$ cat src/rtl/adc733_sport_emu.sv
// adc733_sport_emu: device-side emulator of the 733-series serial port.
// Generates SCLK/SDOFS/SDO frames, receives SDIFS/SDI control words into an
// 8x8 register file and switches from program mode to data mode.
// Optional build macro ADC733_EMU_ECHO_EN: program-mode frames echo the last
// received word instead of 0x0000.
module adc733_sport_emu #(
    parameter int unsigned SCLK_DIV  = 2,
    parameter int unsigned NUM_CH    = 6,
    parameter int unsigned FRAME_GAP = 3
) (
    input  logic        clk,
    input  logic        rst,
    input  logic        se,
    input  logic        sdifs,
    input  logic        sdi,
    output logic        sclk,
    output logic        sdofs,
    output logic        sdo,
    output logic        data_mode,
    output logic [2:0]  channel,
    output logic        rx_valid,
    output logic [15:0] rx_word,
    output logic        reg_wr,
    output logic [2:0]  reg_addr,
    output logic [7:0]  reg_data
);

    localparam int unsigned DIV_W  = (SCLK_DIV > 1) ? $clog2(SCLK_DIV) : 1;
    localparam int unsigned GAP_W  = (FRAME_GAP > 1) ? $clog2(FRAME_GAP) : 1;
    localparam int unsigned WORD_W = 16;
    localparam int unsigned SMP_W  = 13;
    localparam int unsigned BIT_W  = 4;

    typedef enum logic [1:0] {TX_IDLE, TX_SYNC, TX_BITS, TX_GAP} tx_state_t;
    typedef enum logic       {RX_IDLE, RX_SHIFT}                  rx_state_t;

    // ------------------------------------------------------------------
    // SCLK divider
    // ------------------------------------------------------------------
    logic [DIV_W-1:0] div_cnt;
    logic             phase;
    logic             tick_c;
    logic             rise_c;
    logic             fall_c;

    assign tick_c = se && (div_cnt == DIV_W'(SCLK_DIV - 1));
    assign rise_c = tick_c && !phase;
    assign fall_c = tick_c && phase;

    // Divider counter and serial clock; se=0 freezes the phase and parks sclk low.
    always_ff @(posedge clk or posedge rst) begin
        if (rst) begin
            div_cnt <= '0;
            phase   <= 1'b0;
            sclk    <= 1'b0;
        end else if (!se) begin
            sclk    <= 1'b0;
        end else if (tick_c) begin
            div_cnt <= '0;
            phase   <= !phase;
            sclk    <= !phase;
        end else begin
            div_cnt <= div_cnt + DIV_W'(1);
            sclk    <= phase;
        end
    end

    // ------------------------------------------------------------------
    // TX frame FSM (advances on SCLK fall)
    // ------------------------------------------------------------------
    tx_state_t          tx_state;
    tx_state_t          tx_state_nxt;
    logic [BIT_W-1:0]   bit_idx;
    logic [BIT_W-1:0]   bit_idx_nxt;
    logic [GAP_W-1:0]   gap_cnt;
    logic [GAP_W-1:0]   gap_cnt_nxt;
    logic               sdo_nxt;
    logic               sdofs_nxt;
    logic               sync_entry_c;
    logic [WORD_W-1:0]  tx_word;
    logic [WORD_W-1:0]  prog_word_c;
    logic [SMP_W-1:0]   sample_cnt;
    logic [2:0]         ch_step_c;
    logic [SMP_W-1:0]   smp_step_c;
    logic               mode_pending;

`ifdef ADC733_EMU_ECHO_EN
    assign prog_word_c = rx_word;
`else
    assign prog_word_c = '0;
`endif

    // TX state register and registered serial outputs.
    always_ff @(posedge clk or posedge rst) begin
        if (rst) begin
            tx_state <= TX_IDLE;
            bit_idx  <= '0;
            gap_cnt  <= '0;
            sdo      <= 1'b0;
            sdofs    <= 1'b0;
        end else begin
            tx_state <= tx_state_nxt;
            bit_idx  <= bit_idx_nxt;
            gap_cnt  <= gap_cnt_nxt;
            sdo      <= sdo_nxt;
            sdofs    <= sdofs_nxt;
        end
    end

    // TX next-state and next serial output values.
    always_comb begin
        tx_state_nxt = tx_state;
        bit_idx_nxt  = bit_idx;
        gap_cnt_nxt  = gap_cnt;
        sdo_nxt      = sdo;
        sdofs_nxt    = sdofs;
        sync_entry_c = 1'b0;
        if (fall_c) begin
            case (tx_state)
                TX_IDLE: sync_entry_c = 1'b1;
                TX_SYNC: begin
                    tx_state_nxt = TX_BITS;
                    bit_idx_nxt  = BIT_W'(WORD_W - 1);
                    sdofs_nxt    = 1'b0;
                    sdo_nxt      = tx_word[WORD_W-1];
                end
                TX_BITS: begin
                    if (bit_idx == '0) begin
                        if (FRAME_GAP == 0) begin
                            sync_entry_c = 1'b1;
                        end else begin
                            tx_state_nxt = TX_GAP;
                            gap_cnt_nxt  = '0;
                            sdo_nxt      = 1'b0;
                        end
                    end else begin
                        bit_idx_nxt = bit_idx - BIT_W'(1);
                        sdo_nxt     = tx_word[bit_idx_nxt];
                    end
                end
                TX_GAP: begin
                    if (gap_cnt == GAP_W'(FRAME_GAP - 1)) begin
                        sync_entry_c = 1'b1;
                    end else begin
                        gap_cnt_nxt = gap_cnt + GAP_W'(1);
                    end
                end
                default: tx_state_nxt = TX_IDLE;
            endcase
            if (sync_entry_c) begin
                tx_state_nxt = TX_SYNC;
                sdofs_nxt    = 1'b1;
                sdo_nxt      = 1'b0;
            end
        end
    end

    // Channel/sample advance for the next data frame.
    always_comb begin
        ch_step_c  = channel + 3'd1;
        smp_step_c = sample_cnt;
        if (channel == 3'(NUM_CH - 1)) begin
            ch_step_c  = 3'd0;
            smp_step_c = sample_cnt + SMP_W'(1);
        end
    end

    // Frame word latch and mode switch, both taken at SYNC entry only.
    always_ff @(posedge clk or posedge rst) begin
        if (rst) begin
            tx_word    <= '0;
            data_mode  <= 1'b0;
            channel    <= '0;
            sample_cnt <= '0;
        end else if (sync_entry_c) begin
            if (data_mode) begin
                channel    <= ch_step_c;
                sample_cnt <= smp_step_c;
                tx_word    <= {ch_step_c, smp_step_c};
            end else if (mode_pending) begin
                data_mode  <= 1'b1;
                channel    <= '0;
                sample_cnt <= '0;
                tx_word    <= '0;
            end else begin
                tx_word    <= prog_word_c;
            end
        end
    end

    // ------------------------------------------------------------------
    // RX control-word FSM (advances on SCLK rise)
    // ------------------------------------------------------------------
    rx_state_t          rx_state;
    rx_state_t          rx_state_nxt;
    logic [BIT_W-1:0]   rx_cnt;
    logic [BIT_W-1:0]   rx_cnt_nxt;
    logic [WORD_W-1:0]  shift;
    logic [WORD_W-1:0]  shift_nxt;
    logic               rx_done_c;
    logic               rx_wr_c;
    logic [2:0]         wr_addr_c;
    logic [7:0]         wr_data_c;
    logic [7:0]         regfile [8];

    assign rx_wr_c   = rx_done_c && shift_nxt[15];
    assign wr_addr_c = shift_nxt[10:8];
    assign wr_data_c = shift_nxt[7:0];

    // Last written data, read back from the register file.
    assign reg_data  = regfile[reg_addr];

    // RX state register.
    always_ff @(posedge clk or posedge rst) begin
        if (rst) begin
            rx_state <= RX_IDLE;
            rx_cnt   <= '0;
            shift    <= '0;
        end else begin
            rx_state <= rx_state_nxt;
            rx_cnt   <= rx_cnt_nxt;
            shift    <= shift_nxt;
        end
    end

    // RX next-state: arm on sdifs while idle, then shift 16 bits MSB first.
    always_comb begin
        rx_state_nxt = rx_state;
        rx_cnt_nxt   = rx_cnt;
        shift_nxt    = shift;
        rx_done_c    = 1'b0;
        if (rise_c) begin
            case (rx_state)
                RX_IDLE: begin
                    if (sdifs) begin
                        rx_state_nxt = RX_SHIFT;
                        rx_cnt_nxt   = '0;
                    end
                end
                RX_SHIFT: begin
                    shift_nxt = {shift[WORD_W-2:0], sdi};
                    if (rx_cnt == BIT_W'(WORD_W - 1)) begin
                        rx_state_nxt = RX_IDLE;
                        rx_done_c    = 1'b1;
                    end else begin
                        rx_cnt_nxt = rx_cnt + BIT_W'(1);
                    end
                end
                default: rx_state_nxt = RX_IDLE;
            endcase
        end
    end

    // Received-word decode: register writes and the mode-switch request.
    always_ff @(posedge clk or posedge rst) begin
        if (rst) begin
            rx_valid     <= 1'b0;
            reg_wr       <= 1'b0;
            rx_word      <= '0;
            reg_addr     <= '0;
            mode_pending <= 1'b0;
            for (int i = 0; i < 8; i++) begin
                regfile[i] <= '0;
            end
        end else begin
            rx_valid <= rx_done_c;
            reg_wr   <= rx_wr_c;
            if (rx_done_c) begin
                rx_word <= shift_nxt;
            end
            if (rx_wr_c) begin
                regfile[wr_addr_c] <= wr_data_c;
                reg_addr           <= wr_addr_c;
                if (wr_addr_c == 3'd0 && wr_data_c[0]) begin
                    mode_pending <= 1'b1;
                end
            end
        end
    end

endmodule
$ cat config.mk
export PLATFORM = sky130hd
export DESIGN_NAME = adc733_sport_emu
export DESIGN_NICKNAME = d
export VERILOG_FILES = /design/src/rtl/adc733_sport_emu.sv
export SDC_FILE = /design/constraint.sdc
export NUM_CORES = 1
export LEC_CHECK = 0
export ABC_AREA = 1
export CAP_MARGIN = 30
export CORE_UTILIZATION = 33
export CTS_CLUSTER_DIAMETER = 50
export DETAILED_ROUTE_END_ITERATION = 10
export PLACE_DENSITY = 0.51
export SYNTH_ARGS = -nofsm -noshare
export SYNTH_HDL_FRONTEND = slang
export SYNTH_SLANG_ARGS = --single-unit
export TNS_END_PERCENT = 10
$ cat constraint.sdc
create_clock -name clk -period 6.25 [get_ports clk]
set_clock_uncertainty 0.2 [all_clocks]
set_input_delay 0.9375 -clock clk [delete_from_list [all_inputs] [get_ports clk]]
set_output_delay 0.9375 -clock clk [all_outputs]
set_load 0.05 [all_outputs]
==> run_results.csv <==
group,metric,value,unit
yosys,yosysMostFrequentCell,"nand2_1",
drt,ant_nets,0,
cells_and_area,nNetsFinal,876,
power_and_ir_drop,p_leak,4.28,nW
yosys,synthMuxAreaShare,2.68,%
die,die_area,0.0225,mm^2
yosys,synth-xor-area-share,0.364,%
clock_network,clockBufferDepth,2,
power_and_ir_drop,p_total,3.16,mW
placed_design,hpwl,11500,um
critical_path,cp.required,5.11,ns
placed_design,routabilityCongestion,0.790,
power_and_ir_drop,power_density,373,mW/mm^2
die,fp.coreArea,0.0212,mm^2
run_status,status,"finished clean",
critical_path,worstSetupEndpoint,"reg_data[6]",
drt,routed_via_density,4.75,
critical_path,timing.critical_path.buf_inv,3,
critical_path,cp-end-kind,"output pin",
clock_network,htree_num_levels,4,
cells_and_area,fillCellCount,2165,
yosys,synthAdderAreaFrac,1.73,%
timing,fin_setup_tns,0,ns
drt,drt_wl_total,16900,um
critical_path,r2r-start,"tx_state[0]",
timing,fin_crit_sh,66.8,%
timing,rsz0062_at_grt,"no",
drt,dr_total_vias,5457,
grt,grt_use_total,16.2,%
drt,drc,0,
yosys,async_flop_share,100,%
clock_network,cts_tree,"yes",
min_path,hp-class,"reg -> reg",
yosys,seq_area_frac_synth,53.0,%
grt,grt_pass1_vias,5307,
critical_path,ff2ff_setup_slack,2.97,ns
critical_path,crit_chain,"buf_4, clkinv_1, nor2_1, o22ai_1, nand2_1, nand2_1, clkdlybuf4s50_1",
timing,relSlewSlack,38.1,%
critical_path,crit_top_cell,"nand2_1",
critical_path,reg2reg_to,"sample_cnt[4]",
die,die_x,150,um
clock_network,cts_resized,0,
yosys,yosysTopAreaCellShare,53.0,%
yosys,synth_common_cells,"nand2_1, dfrtp_1, inv_1",
drt,drtIter0Drc,308,
clock_network,post-cts-setup-buffer-count,0,
drt,routedWlPerCell,14.7,um
critical_path,startpoint,"reg_addr[0]",
critical_path,critical_path_depth,7,
cells_and_area,drive_gt1_share,9.38,%
critical_path,path_class,"reg -> out",
drt,dr.pass1.iters,5,
min_path,hold_start,"regfile[57]",
yosys,yosysTopAreaCell,"dfrtp_1",
timing,period_needed,4.17,ns
yosys,synth_area_leaders,"dfrtp_1, nand2_1, o21ai_1",
yosys,synth_edf_count,0,
critical_path,crit_path_start_kind,"flop",
critical_path,cpMaxStageDelayCell,"clkdlybuf4s50_1",
grt,antenna_found_initial,0,
die,row_count,53,
yosys,syn_avg_cell_area,8.77,um^2
critical_path,rr_worst_depth,8,
timing,drv_slew,0,
yosys,netlist_instances,824,
timing,worst_pin_slew,0.926,ns
timing,hold_ws,0.282,ns
min_path,worstHoldPathCells,2,
clock_network,clock_latency,0.41,ns
critical_path,max_stage_delay,0.71,ns
placed_design,io_buffer_count,40,
critical_path,cp_top_family,"buffers and inverters",
cells_and_area,antenna_cells,0,
cells_and_area,fin_util,40.0,%
grt,grt_pass1_wl,28000,um
die,fp.dieH,150,um
die,initial_utilization,34.0,%
clock_network,cts_hold_buffers,0,
critical_path,crit_fanout,34,
critical_path,worstPathArrival,3.04,ns
timing,setup_violations,0,
timing,fmax,0.240,GHz
yosys,ys_seq_elements,153,
timing,hold_viol,0,
yosys,yosys_warnings,0,
yosys,synth_fp_nets,839,
clock_network,clock-sinks,153,
clock_network,cts_root_buf,"clkbuf_16",
yosys,synth_ff_type,"dfrtp_1",
yosys,synth_compound_area_share,12.8,%
clock_network,clk_pin_slew,0.07,ns
grt,overflow,0,
yosys,ys_types,43,
yosys,synthSimpleGateAreaFrac,23.3,%
yosys,synth_top_family_by_area,"simple AND/OR/NAND/NOR gates",
clock_network,cts-buffers-inserted,17,
grt,grt_max_degree,90,
die,io_pins,41,
yosys,synth_area,0.00722,mm^2
job,max_cap_viol_count,0,
power_and_ir_drop,ir_drop,0.208,mV
cells_and_area,area_growth,17.4,%
[worst register-to-register path, cell delays in order, from the launching register on]
cell and delay (ns):
dfrtp_1 0.38, inv_1 0.09, ha_1 0.29, inv_1 0.07
nand3_1 0.66, a21oi_1 0.79, clkinv_1 0.46, nand2_1 0.14
o21ai_0 0.08
[per-layer routing]
metal / routed length [um] / global-route usage [%] / share of wire, % / vias to the layer above
met2: 7520 / 24.3 / 44 / 64
li1: - / - / - / 2764
met3: 439 / 3.38 / 2.6 / 10
met4: 145 / 3.94 / 0.86 / 0
met5: 0 / 0 / 0 / -
met1: 8800 / 23.5 / 52 / 2619
[worst min-delay path by stage]
stage	end	slack, ns
floorplan	mode_pending	0.24
global placement	regfile[57]	0.27
detailed placement	regfile[38]	0.27
CTS	regfile[38]	0.28
global route	regfile[32]	0.31
finish	regfile[57]	0.28
[cells by family after synthesis]
logic type / count (synthesis)
AND/OR/NAND/NOR: 387
AO/OA/AOI/OAI: 155
flip-flops: 153
buffers and inverters: 97
multiplexers: 19
adder cells (fa/ha/maj): 10
XOR/XNOR: 3
[cells in the final DEF (no fill, tap or decap), types with 4 or more instances in the layout]
cell type / instances
a21oi_1: 17
clkbuf_16: 17
clkdlybuf4s50_1: 40
clkinvlp_4: 4
dfrtp_1: 153
ha_1: 10
inv_1: 63
mux2i_1: 16
nand2_1: 268
nand2_2: 4
nand2_4: 8
nand3_1: 31
nand4_1: 10
nor2_1: 52
o21ai_0: 41
o21ai_1: 54
o21ai_2: 7
o21ai_4: 6
o22ai_1: 18
[stage by stage]
stage / instances / setup WS [ns] / cell area, um^2
2_1_floorplan: 824 / 0.991 / 7220
3_3_place_gp: 1115 / 1.83 / 7810
3_5_place_dp: 1117 / 1.82 / 7850
4_1_cts: 1149 / 1.98 / 8480
5_1_grt: 1149 / 1.80 / 8480
6_report: 1149 / 2.08 / 8480
[where the power goes]
group | internal [mW] | switching (mW) | total [mW]
clock network | 0.665 | 0.428 | 1.09
registers | 1.13 | 0.124 | 1.25
logic | 0.238 | 0.581 | 0.819
total | 2.03 | 1.13 | 3.16
[state kept, by name (all words and copies together) (netlist names), 2 cells and up]
register    count
rx_word        16
sample_cnt     13
gap_cnt         2
tx_state        2
reg_addr        3
shift          16
tx_word        16
regfile        64
rx_cnt          4
channel         3
bit_idx         4
[final cells by class]
class | instances | area, um^2 | area share, %
Clock buffer | 20 | 467 | 5.50
Clock inverter | 12 | 164 | 1.93
Inverter | 70 | 270 | 3.19
Multi-Input combinational cell | 574 | 2950 | 34.7
Sequential cell | 153 | 3830 | 45.1
Tap cell | 275 | 344 | 4.06
Timing Repair Buffer | 45 | 462 | 5.44
No activity file was read; power rests on OpenSTA's default activity.
